==> config.mk <==
export PLATFORM = sky130hd
export DESIGN_NAME = fmul_unpack_seq
export DESIGN_NICKNAME = d
export VERILOG_FILES = /design/src/rtl/fmul_unpack_seq.sv
export SDC_FILE = /design/constraint.sdc
export NUM_CORES = 1
export LEC_CHECK = 0
export BUFFER_PORTS_ARGS = -buffer_cell sky130_fd_sc_hd__buf_2
export CAP_MARGIN = 20
export CORE_UTILIZATION = 50
export CTS_BUF_LIST = sky130_fd_sc_hd__clkbuf_4 sky130_fd_sc_hd__clkbuf_8 sky130_fd_sc_hd__clkbuf_16
export DETAILED_ROUTE_END_ITERATION = 6
export PLACE_DENSITY = 0.74
export SETUP_SLACK_MARGIN = 0.5
export SLEW_MARGIN = 25
export SYNTH_ARGS = -nofsm -noshare
export SYNTH_HDL_FRONTEND = slang
export SYNTH_SLANG_ARGS = --single-unit
==> constraint.sdc <==
create_clock -name clk -period 3.7 [get_ports clk]
set_clock_uncertainty 0.15 [all_clocks]
set_input_delay 0.37 -clock clk [delete_from_list [all_inputs] [get_ports clk]]
set_output_delay 0.37 -clock clk [all_outputs]
set_load 0.01 [all_outputs]
==> src/rtl/fmul_unpack_seq.sv <==
// ============================================================================
// Module      : fmul_unpack_seq
// Description : binary32 multiplier front end. Unpacks and classifies both
//               operands, forms the biased sum exponent and an iterative
//               radix-2 shift-add 24x24 significand product for the pack stage.
// Revision    : 1.0 - initial release
// ============================================================================
`default_nettype none

module fmul_unpack_seq #(
    parameter int          FAST_SPECIAL = 1,
    parameter logic [22:0] QNAN_FRAC    = 23'h400000
) (
    input  logic        clk,
    input  logic        rst,
    input  logic        in_valid,
    output logic        in_ready,
    input  logic [31:0] a,
    input  logic [31:0] b,
    input  logic [1:0]  rm_in,
    output logic        out_valid,
    input  logic        out_ready,
    output logic [1:0]  rm,
    output logic        sign,
    output logic [9:0]  exp10,
    output logic        is_nan,
    output logic        is_inf,
    output logic [22:0] inf_nan_frac,
    output logic [47:0] z
);

    localparam logic [9:0] c_bias      = 10'd127;
    localparam logic [4:0] c_last_step = 5'd23;

    typedef enum logic [1:0] {
        S_IDLE = 2'd0,
        S_MUL  = 2'd1,
        S_DONE = 2'd2
    } state_t;

    state_t      r_state;
    logic [23:0] r_mant_a;
    logic [48:0] r_p;
    logic [4:0]  r_step;

    // Operand unpack: a zero exponent means denormal/zero, which uses an
    // effective exponent of 1 and no hidden bit.
    logic [7:0]  w_exp_a, w_exp_b;
    logic [22:0] w_frac_a, w_frac_b;
    logic [7:0]  w_eff_a, w_eff_b;
    logic [23:0] w_mant_a, w_mant_b;

    assign w_exp_a  = a[30:23];
    assign w_exp_b  = b[30:23];
    assign w_frac_a = a[22:0];
    assign w_frac_b = b[22:0];
    assign w_eff_a  = (w_exp_a == 8'd0) ? 8'd1 : w_exp_a;
    assign w_eff_b  = (w_exp_b == 8'd0) ? 8'd1 : w_exp_b;
    assign w_mant_a = {(w_exp_a != 8'd0), w_frac_a};
    assign w_mant_b = {(w_exp_b != 8'd0), w_frac_b};

    logic w_nan_a, w_nan_b, w_inf_a, w_inf_b, w_zero_a, w_zero_b;
    logic w_is_nan, w_is_inf, w_special, w_fast;
    logic [9:0] w_exp10;

    assign w_nan_a  = (w_exp_a == 8'hFF) && (w_frac_a != 23'd0);
    assign w_nan_b  = (w_exp_b == 8'hFF) && (w_frac_b != 23'd0);
    assign w_inf_a  = (w_exp_a == 8'hFF) && (w_frac_a == 23'd0);
    assign w_inf_b  = (w_exp_b == 8'hFF) && (w_frac_b == 23'd0);
    assign w_zero_a = (w_exp_a == 8'd0)  && (w_frac_a == 23'd0);
    assign w_zero_b = (w_exp_b == 8'd0)  && (w_frac_b == 23'd0);

    assign w_is_nan  = w_nan_a | w_nan_b | (w_inf_a & w_zero_b) | (w_zero_a & w_inf_b);
    assign w_is_inf  = (w_inf_a | w_inf_b) & ~w_is_nan;
    assign w_special = w_is_nan | w_is_inf | w_zero_a | w_zero_b;
    assign w_fast    = (FAST_SPECIAL != 0) && w_special;
    assign w_exp10   = {2'b00, w_eff_a} + {2'b00, w_eff_b} - c_bias;

    // One shift-add step: conditionally add multiplicand into the upper half,
    // then shift the whole 49-bit accumulator right by one.
    logic [24:0] w_sum;
    logic [47:0] w_p_next;

    assign w_sum    = r_p[48:24] + (r_p[0] ? {1'b0, r_mant_a} : 25'd0);
    assign w_p_next = {w_sum, r_p[23:1]};

    assign in_ready = (r_state == S_IDLE);

    always_ff @(posedge clk) begin
        if (rst) begin
            r_state      <= S_IDLE;
            r_mant_a     <= 24'd0;
            r_p          <= 49'd0;
            r_step       <= 5'd0;
            out_valid    <= 1'b0;
            rm           <= 2'd0;
            sign         <= 1'b0;
            exp10        <= 10'd0;
            is_nan       <= 1'b0;
            is_inf       <= 1'b0;
            inf_nan_frac <= 23'd0;
            z            <= 48'd0;
        end else begin
            case (r_state)
                S_IDLE: begin
                    if (in_valid) begin
                        rm           <= rm_in;
                        sign         <= a[31] ^ b[31];
                        exp10        <= w_exp10;
                        is_nan       <= w_is_nan;
                        is_inf       <= w_is_inf;
                        inf_nan_frac <= w_is_nan ? QNAN_FRAC : 23'd0;
                        r_mant_a     <= w_mant_a;
                        r_p          <= {25'd0, w_mant_b};
                        r_step       <= 5'd0;
                        if (w_fast) begin
                            z       <= 48'd0;
                            r_state <= S_DONE;
                        end else begin
                            r_state <= S_MUL;
                        end
                    end
                end
                S_MUL: begin
                    r_p <= {1'b0, w_p_next};
                    if (r_step == c_last_step) begin
                        z       <= w_p_next;
                        r_step  <= 5'd0;
                        r_state <= S_DONE;
                    end else begin
                        r_step <= r_step + 5'd1;
                    end
                end
                S_DONE: begin
                    // out_valid rises one edge after entering DONE.
                    if (out_valid && out_ready) begin
                        out_valid <= 1'b0;
                        r_state   <= S_IDLE;
                    end else begin
                        out_valid <= 1'b1;
                    end
                end
                default: begin
                    r_state   <= S_IDLE;
                    out_valid <= 1'b0;
                end
            endcase
        end
    end

endmodule

`default_nettype wire

=== Word level (Yosys, flattened, before mapping) ===
Cells that the tools add are included.

* Register bits after elaboration: 167
* Output and inout port bits: 88
* Word-level logic and storage cells: 79

* Add/sub/neg operators: 4
* Equality and inequality tests: 9
* Mux-type cells: 20
* Bitwise operators: 12
* Reductions and logical operators: 22

{| class="wikitable"
|+ Operators by type and width
! cell !! number
|-
| $mux 48 || 3
|-
| $pmux 49 s2 || 1
|-
| $pmux 48 s2 || 1
|-
| $mux 49 || 1
|-
| $logic_not 23->1 || 2
|-
| $reduce_bool 23->1 || 2
|-
| $add 25x24->25 || 1
|-
| $mux 24 || 1
|-
| $mux 23 || 1
|-
| $eq 8x8->1 const B || 2
|-
| $logic_not 8->1 || 2
|-
| $mux 8 || 2
|-
| $reduce_bool 8->1 || 2
|-
| $mux 5 || 2
|-
| $pmux 5 s2 || 1
|-
| $sub 9x7->10 const B || 1
|-
| $add 8x8->9 || 1
|-
| $mux 2 || 4
|-
| $logic_and 1x1->1 || 7
|-
| $or 1x1->1 || 7
|-
| $ne 2x2->1 const B || 3
|-
| $pmux 2 s3 || 1
|-
| $add 5x1->5 const B || 1
|-
| $eq 5x5->1 const B || 1
|-
| other kinds (14) || 17
|}

=== Depth between registers and ports, before layout ===
* Word-level depth: 13
* Mapped depth: 16

=== Worst setup path after synthesis ===
Ideal clock, no wire load.

* Path kind: input-to-reg
* Start: input port a[30]
* End: register exp10[7]
* Arrival: 2744 ps
* Required time: 3480 ps
* Setup slack: 735 ps
* Stages on the path: 16
* Path through: or4_1 > nor2_1 > nor2_1 > ha_1 > inv_1 > ha_1 > inv_1 > fa_1 > inv_1 > a21oi_1 > o21bai_1 > a21o_1 > a21o_1 > nor2_1 > nand3b_1 > a21oi_1

* Cells in the longest elaborated chain, start to end: 4

{| class="wikitable"
|+ Ends and longest elaborated chain
! what !! line !! RTL
|-
| from (decl) || 18 || <nowiki>input logic [31:0] a,</nowiki>
|-
| $logic_not 8->1 || 57 || <nowiki>assign w_eff_a = (w_exp_a == 8'd0) ? 8'd1 : w_exp_a;</nowiki>
|-
| $mux 8 * || 57 ||
|-
| $add 8x8->9 * || 77 || <nowiki>assign w_exp10 = {2'b00, w_eff_a} + {2'b00, w_eff_b} - c_bias;</nowiki>
|-
| $sub 9x7->10 * || 77 ||
|-
| to (signal assigned) || 109 || <nowiki>exp10 <= w_exp10;</nowiki>
|-
| to (decl) || 25 || <nowiki>output logic [9:0] exp10,</nowiki>
|}

Mark *: on every way between the ends. The rest lies on a longest branch, timed or not.
A chain may end at the register's enable or synchronous reset.

=== Worst setup path after layout ===
* Start: register r_p[0]
* End: register z[46]

* Cells in the longest elaborated chain, start to end: 4

{| class="wikitable"
|+ Ends and longest elaborated chain
! what !! line !! RTL
|-
| from (decl) || 43 || <nowiki>logic [48:0] r_p;</nowiki>
|-
| from (signal assigned) || 114 || <nowiki>r_p <= {25'd0, w_mant_b};</nowiki>
|-
| from (signal assigned) || 125 || <nowiki>r_p <= {1'b0, w_p_next};</nowiki>
|-
| $mux 24 || 84 || <nowiki>assign w_sum = r_p[48:24] + (r_p[0] ? {1'b0, r_mant_a} : 25'd0);</nowiki>
|-
| $add 25x24->25 || 84 ||
|-
| $mux 48 || 126 || <nowiki>if (r_step == c_last_step) begin</nowiki>
|-
| $pmux 48 s2 || 104 || <nowiki>case (r_state)</nowiki>
|-
| to (signal assigned) || 127 || <nowiki>z <= w_p_next;</nowiki>
|-
| to (decl) || 29 || <nowiki>output logic [47:0] z</nowiki>
|}

Every way passes these cells. The select of a mux whose other input is x is not followed.

==> results.tsv <==
stage	metric	value	unit
grt	grt_pass1_wl	31600	um
setup_path	critPathBufInv	1	
floorplanning	die_area	15600	um2
yosys	yosys.cell_count.top_type	nand2_1	
yosys	synth_compound_gate_area_share	0.222	
yosys	ys_warn_count	0	
setup_path	crit_fanout	20	
yosys	yosysTopAreaCell	dfxtp_1	
yosys	synth_fa_ha_area_frac	0.0714	
worst_hold_path	hold_path_startpoint	rm_in[1]	
yosys	syn_area_per_cell	7.86	um2
clock_tree	clkTransAtPathRegs	70	ps
yosys	synthMuxAreaShare	0.00661	
setup_path	crit_path_cell_trace	buf_4 > and2_1 > ha_1 > o21a_1 > a2111oi_2 > nor2_2 > a31oi_1 > o41a_1 > nor2_1 > a311o_1	
grt	grt_max_degree	81	
layout	drive_above_1_share	0.187	
worst_hold_path	holdPathStages	3	
clock_tree	cts_hold_buf	0	
layout	stdcell_count	1251	
setup_path	worstPathRequired	3870	ps
setup_path	regToRegStartpoint	r_p[0]	
yosys	synth_edf_count	0	
worst_hold_path	holdCritPathClass	in -> reg	
floorplanning	start_util	0.517	
detailed_routing	drc_errors	15	
detailed_routing	drt_first_pass_iters	7	
timing	setup_violations	0	
timing	tightest_slew	873	ps
timing	relSlewSlack	0.418	
clock_tree	cts_root_buffer	clkbuf_16	
setup_path	arrival	3250	ps
status	outcome	finished, violations left	
floorplanning	chipWidth	125	um
grt	grt_pass1_vias	6419	
timing	fin_crit_sh	0.832	
floorplanning	num_rows	44	
flow_run	cap_violations	0	
yosys	synthXorXnorAreaFrac	0.0208	
yosys	synth_top_area_frac	0.378	
power	p_leak	3.74	nW
yosys	synthTopCellsByArea	dfxtp_1 38%, a21oi_1 9.1%, nand2_1 8.2%	
detailed_routing	routedWlPerCell	15.5	um
place	port_buffers	135	
yosys	synth_common_cells	166 x nand2_1, 143 x dfxtp_1, 138 x a21oi_1, 59 x clkbuf_1, 50 x nor2_1	
detailed_routing	ant_nets	0	
worst_hold_path	holdPathEnd	rm[1]	
timing	tns	0	ps
status	violations	design-rule violations	
yosys	yosysSeqAreaShare	0.378	
setup_path	cp_slowest_cell	a2111oi_2	
setup_path	worst_path_dominant_cell_family	compound AO/OA/AOI/OAI gates	
floorplanning	io_pins	158	
yosys	synth_area	7570	um2
timing	max_freq	325	MHz
layout	fillers	1373	
place	dp_cells	1217	
timing	maxSlewViolCount	0	
grt	overflow	0	
place	dp_hpwl	13800	um
setup_path	timing.rr.end	z[46]	
clock_tree	clockBufferDepth	2	
yosys	ys_ff_latch	143	
layout	fin_nets	1166	
grt	antenna_found_initial	0	
detailed_routing	vias	7049	
detailed_routing	wirelength	19400	um
timing	period_minus_slack	3080	ps
layout	area_growth	16.4	%
setup_path	worst_r2r_path_depth	10	
clock_tree	cts.sinks	143	
setup_path	rrSetupSlack	620	ps
timing	rsz0062_at_grt	yes	
yosys	yosys.area_share.simple	0.225	
yosys	synth_cells	963	
floorplanning	die_h	125	um
setup_path	cpPeakStageDelay	540	ps
floorplanning	core	14600	um2
detailed_routing	via_per_inst	5.63	
yosys	async_flop_share	0	
clock_tree	cts_tree	done	
yosys	synth_top_family_by_area	simple AND/OR/NAND/NOR gates	
power	cellPowerDensity	471	nW/um2
clock_tree	clk_latency	430	ps
yosys	yosysUniqueCellTypes	63	
layout	diodes	0	
place	gp_congestion	0.884	
clock_tree	numCtsBuffers	17	
detailed_routing	drtIter0Drc	544	
setup_path	crit_type	reg -> reg	
yosys	synthFlopType	dfxtp_1	
setup_path	critPathCaptureType	register	
clock_tree	htreeDepth	4	
power	vdd_drop_max	0.330	mV
setup_path	critPathLaunchType	register	
timing	final-hold-violation-count	0	
grt	track_usage	0.251	
==> power breakdown <==
part	switching [W]	internal, W
clock	0.000728	0.000877
combinational	0.000565	0.000267
sequential	0.0000727	0.00164
==> final cells by class <==
| type | count | area (um2) | share of cell area |
|---|---|---|---|
| repair buffers | 149 | 803 | 0.0912 |
| flip-flops and latches | 143 | 2860 | 0.325 |
| clock buffers | 17 | 425 | 0.0483 |
| inverters | 21 | 78.8 | 0.00895 |
| clock inverters | 15 | 130 | 0.0148 |
| well taps | 184 | 230 | 0.0261 |
| multi-input cells | 722 | 4280 | 0.486 |
==> worst max-delay path by stage <==
| stage | from | to | depth (start not counted) | slack, ps |
|---|---|---|---|---|
| 6_report | r_p[0] | z[46] | 10 | 620 |
| 5_1_grt | r_p[0] | z[46] | 10 | 480 |
| 4_1_cts | r_p[0] | z[41] | 12 | 520 |
| 3_5_place_dp | b[22] | z[15] | 9 | 200 |
| 3_3_place_gp | b[22] | z[7] | 9 | 320 |
| 2_1_floorplan | a[30] | exp10[7] | 16 | 740 |
==> layout by cell type (no fill, tap or decap), types with 4 or more instances in the layout <==
cell type,synthesis,layout
nor3_1,16,15
xor2_1,7,7
inv_1,21,21
a211oi_1,10,10
mux2i_1,5,5
o21ai_0,20,20
nand3_1,49,49
or4_1,4,4
and2_1,26,25
a31oi_1,8,7
o21bai_1,5,5
conb_1,1,22
buf_4,23,14
and3_1,8,8
clkbuf_16,0,17
nand2_1,166,166
a21o_1,14,14
and4_1,4,4
o21a_1,5,5
nand4_1,7,7
xnor2_1,11,11
a21oi_1,138,138
nor4_1,13,13
inv_6,0,4
buf_2,4,134
nand2b_1,4,4
nand3b_1,6,6
dfxtp_1,143,143
ha_1,40,40
nor2_1,50,48
a22oi_1,37,37
==> per-stage QoR <==
stage | hold slack (ps) | setup WS [ps] | area (um2) | power [W] | util
2_1_floorplan | 282 | 735 | 7640 | 0.00232 | -
3_3_place_gp | 289 | 319 | 8170 | 0.00254 | 0.558
3_5_place_dp | 291 | 198 | 8170 | 0.00255 | 0.558
4_1_cts | 13.1 | 524 | 8730 | 0.00415 | 0.596
5_1_grt | 18.6 | 478 | 8810 | 0.00436 | 0.601
6_report | 26.7 | 620 | 8810 | 0.00415 | 0.601
==> worst reg2reg max path: stages, from the launching register on <==
cell       delay, ps
dfxtp_1          390
buf_4            220
and2_1           170
ha_1             260
o21a_1           240
a2111oi_2        540
nor2_2           140
a31oi_1          280
o41a_1           250
nor2_1            70
a311o_1          270
==> state kept, by name (all words and copies together), names as in the netlist <==
name,flops
r_p,48
z,48
r_mant_a,24
exp10,10
r_step,5
r_state,2
rm,2
is_inf,1
is_nan,1
out_valid,1
sign,1
==> routing by layer <==
metal | track usage | vias to the layer above | share of wire
met4 | 0.0911 | 0 | 0.021
met2 | 0.368 | 265 | 0.44
met5 | 0 | - | 0
met3 | 0.0770 | 29 | 0.082
li1 | - | 3536 | -
met1 | 0.348 | 3219 | 0.46
==> cells by family (layout without fill, tap and decap cells) <==
logic type,count (synthesis),after routing
multiplexers,5,5
flip-flops,143,143
adder cells (fa/ha/maj),42,42
other,1,22
buffers and inverters,119,202
AND/OR/NAND/NOR,367,367
AO/OA/AOI/OAI,268,268
XOR/XNOR,18,18
==> repair_timing <==
action                     CTS  global route
setup endpoints to repair    1            37
gates resized for setup      1             9
setup buffers                0             1
Note: power is estimated with default switching activity, not from simulation.
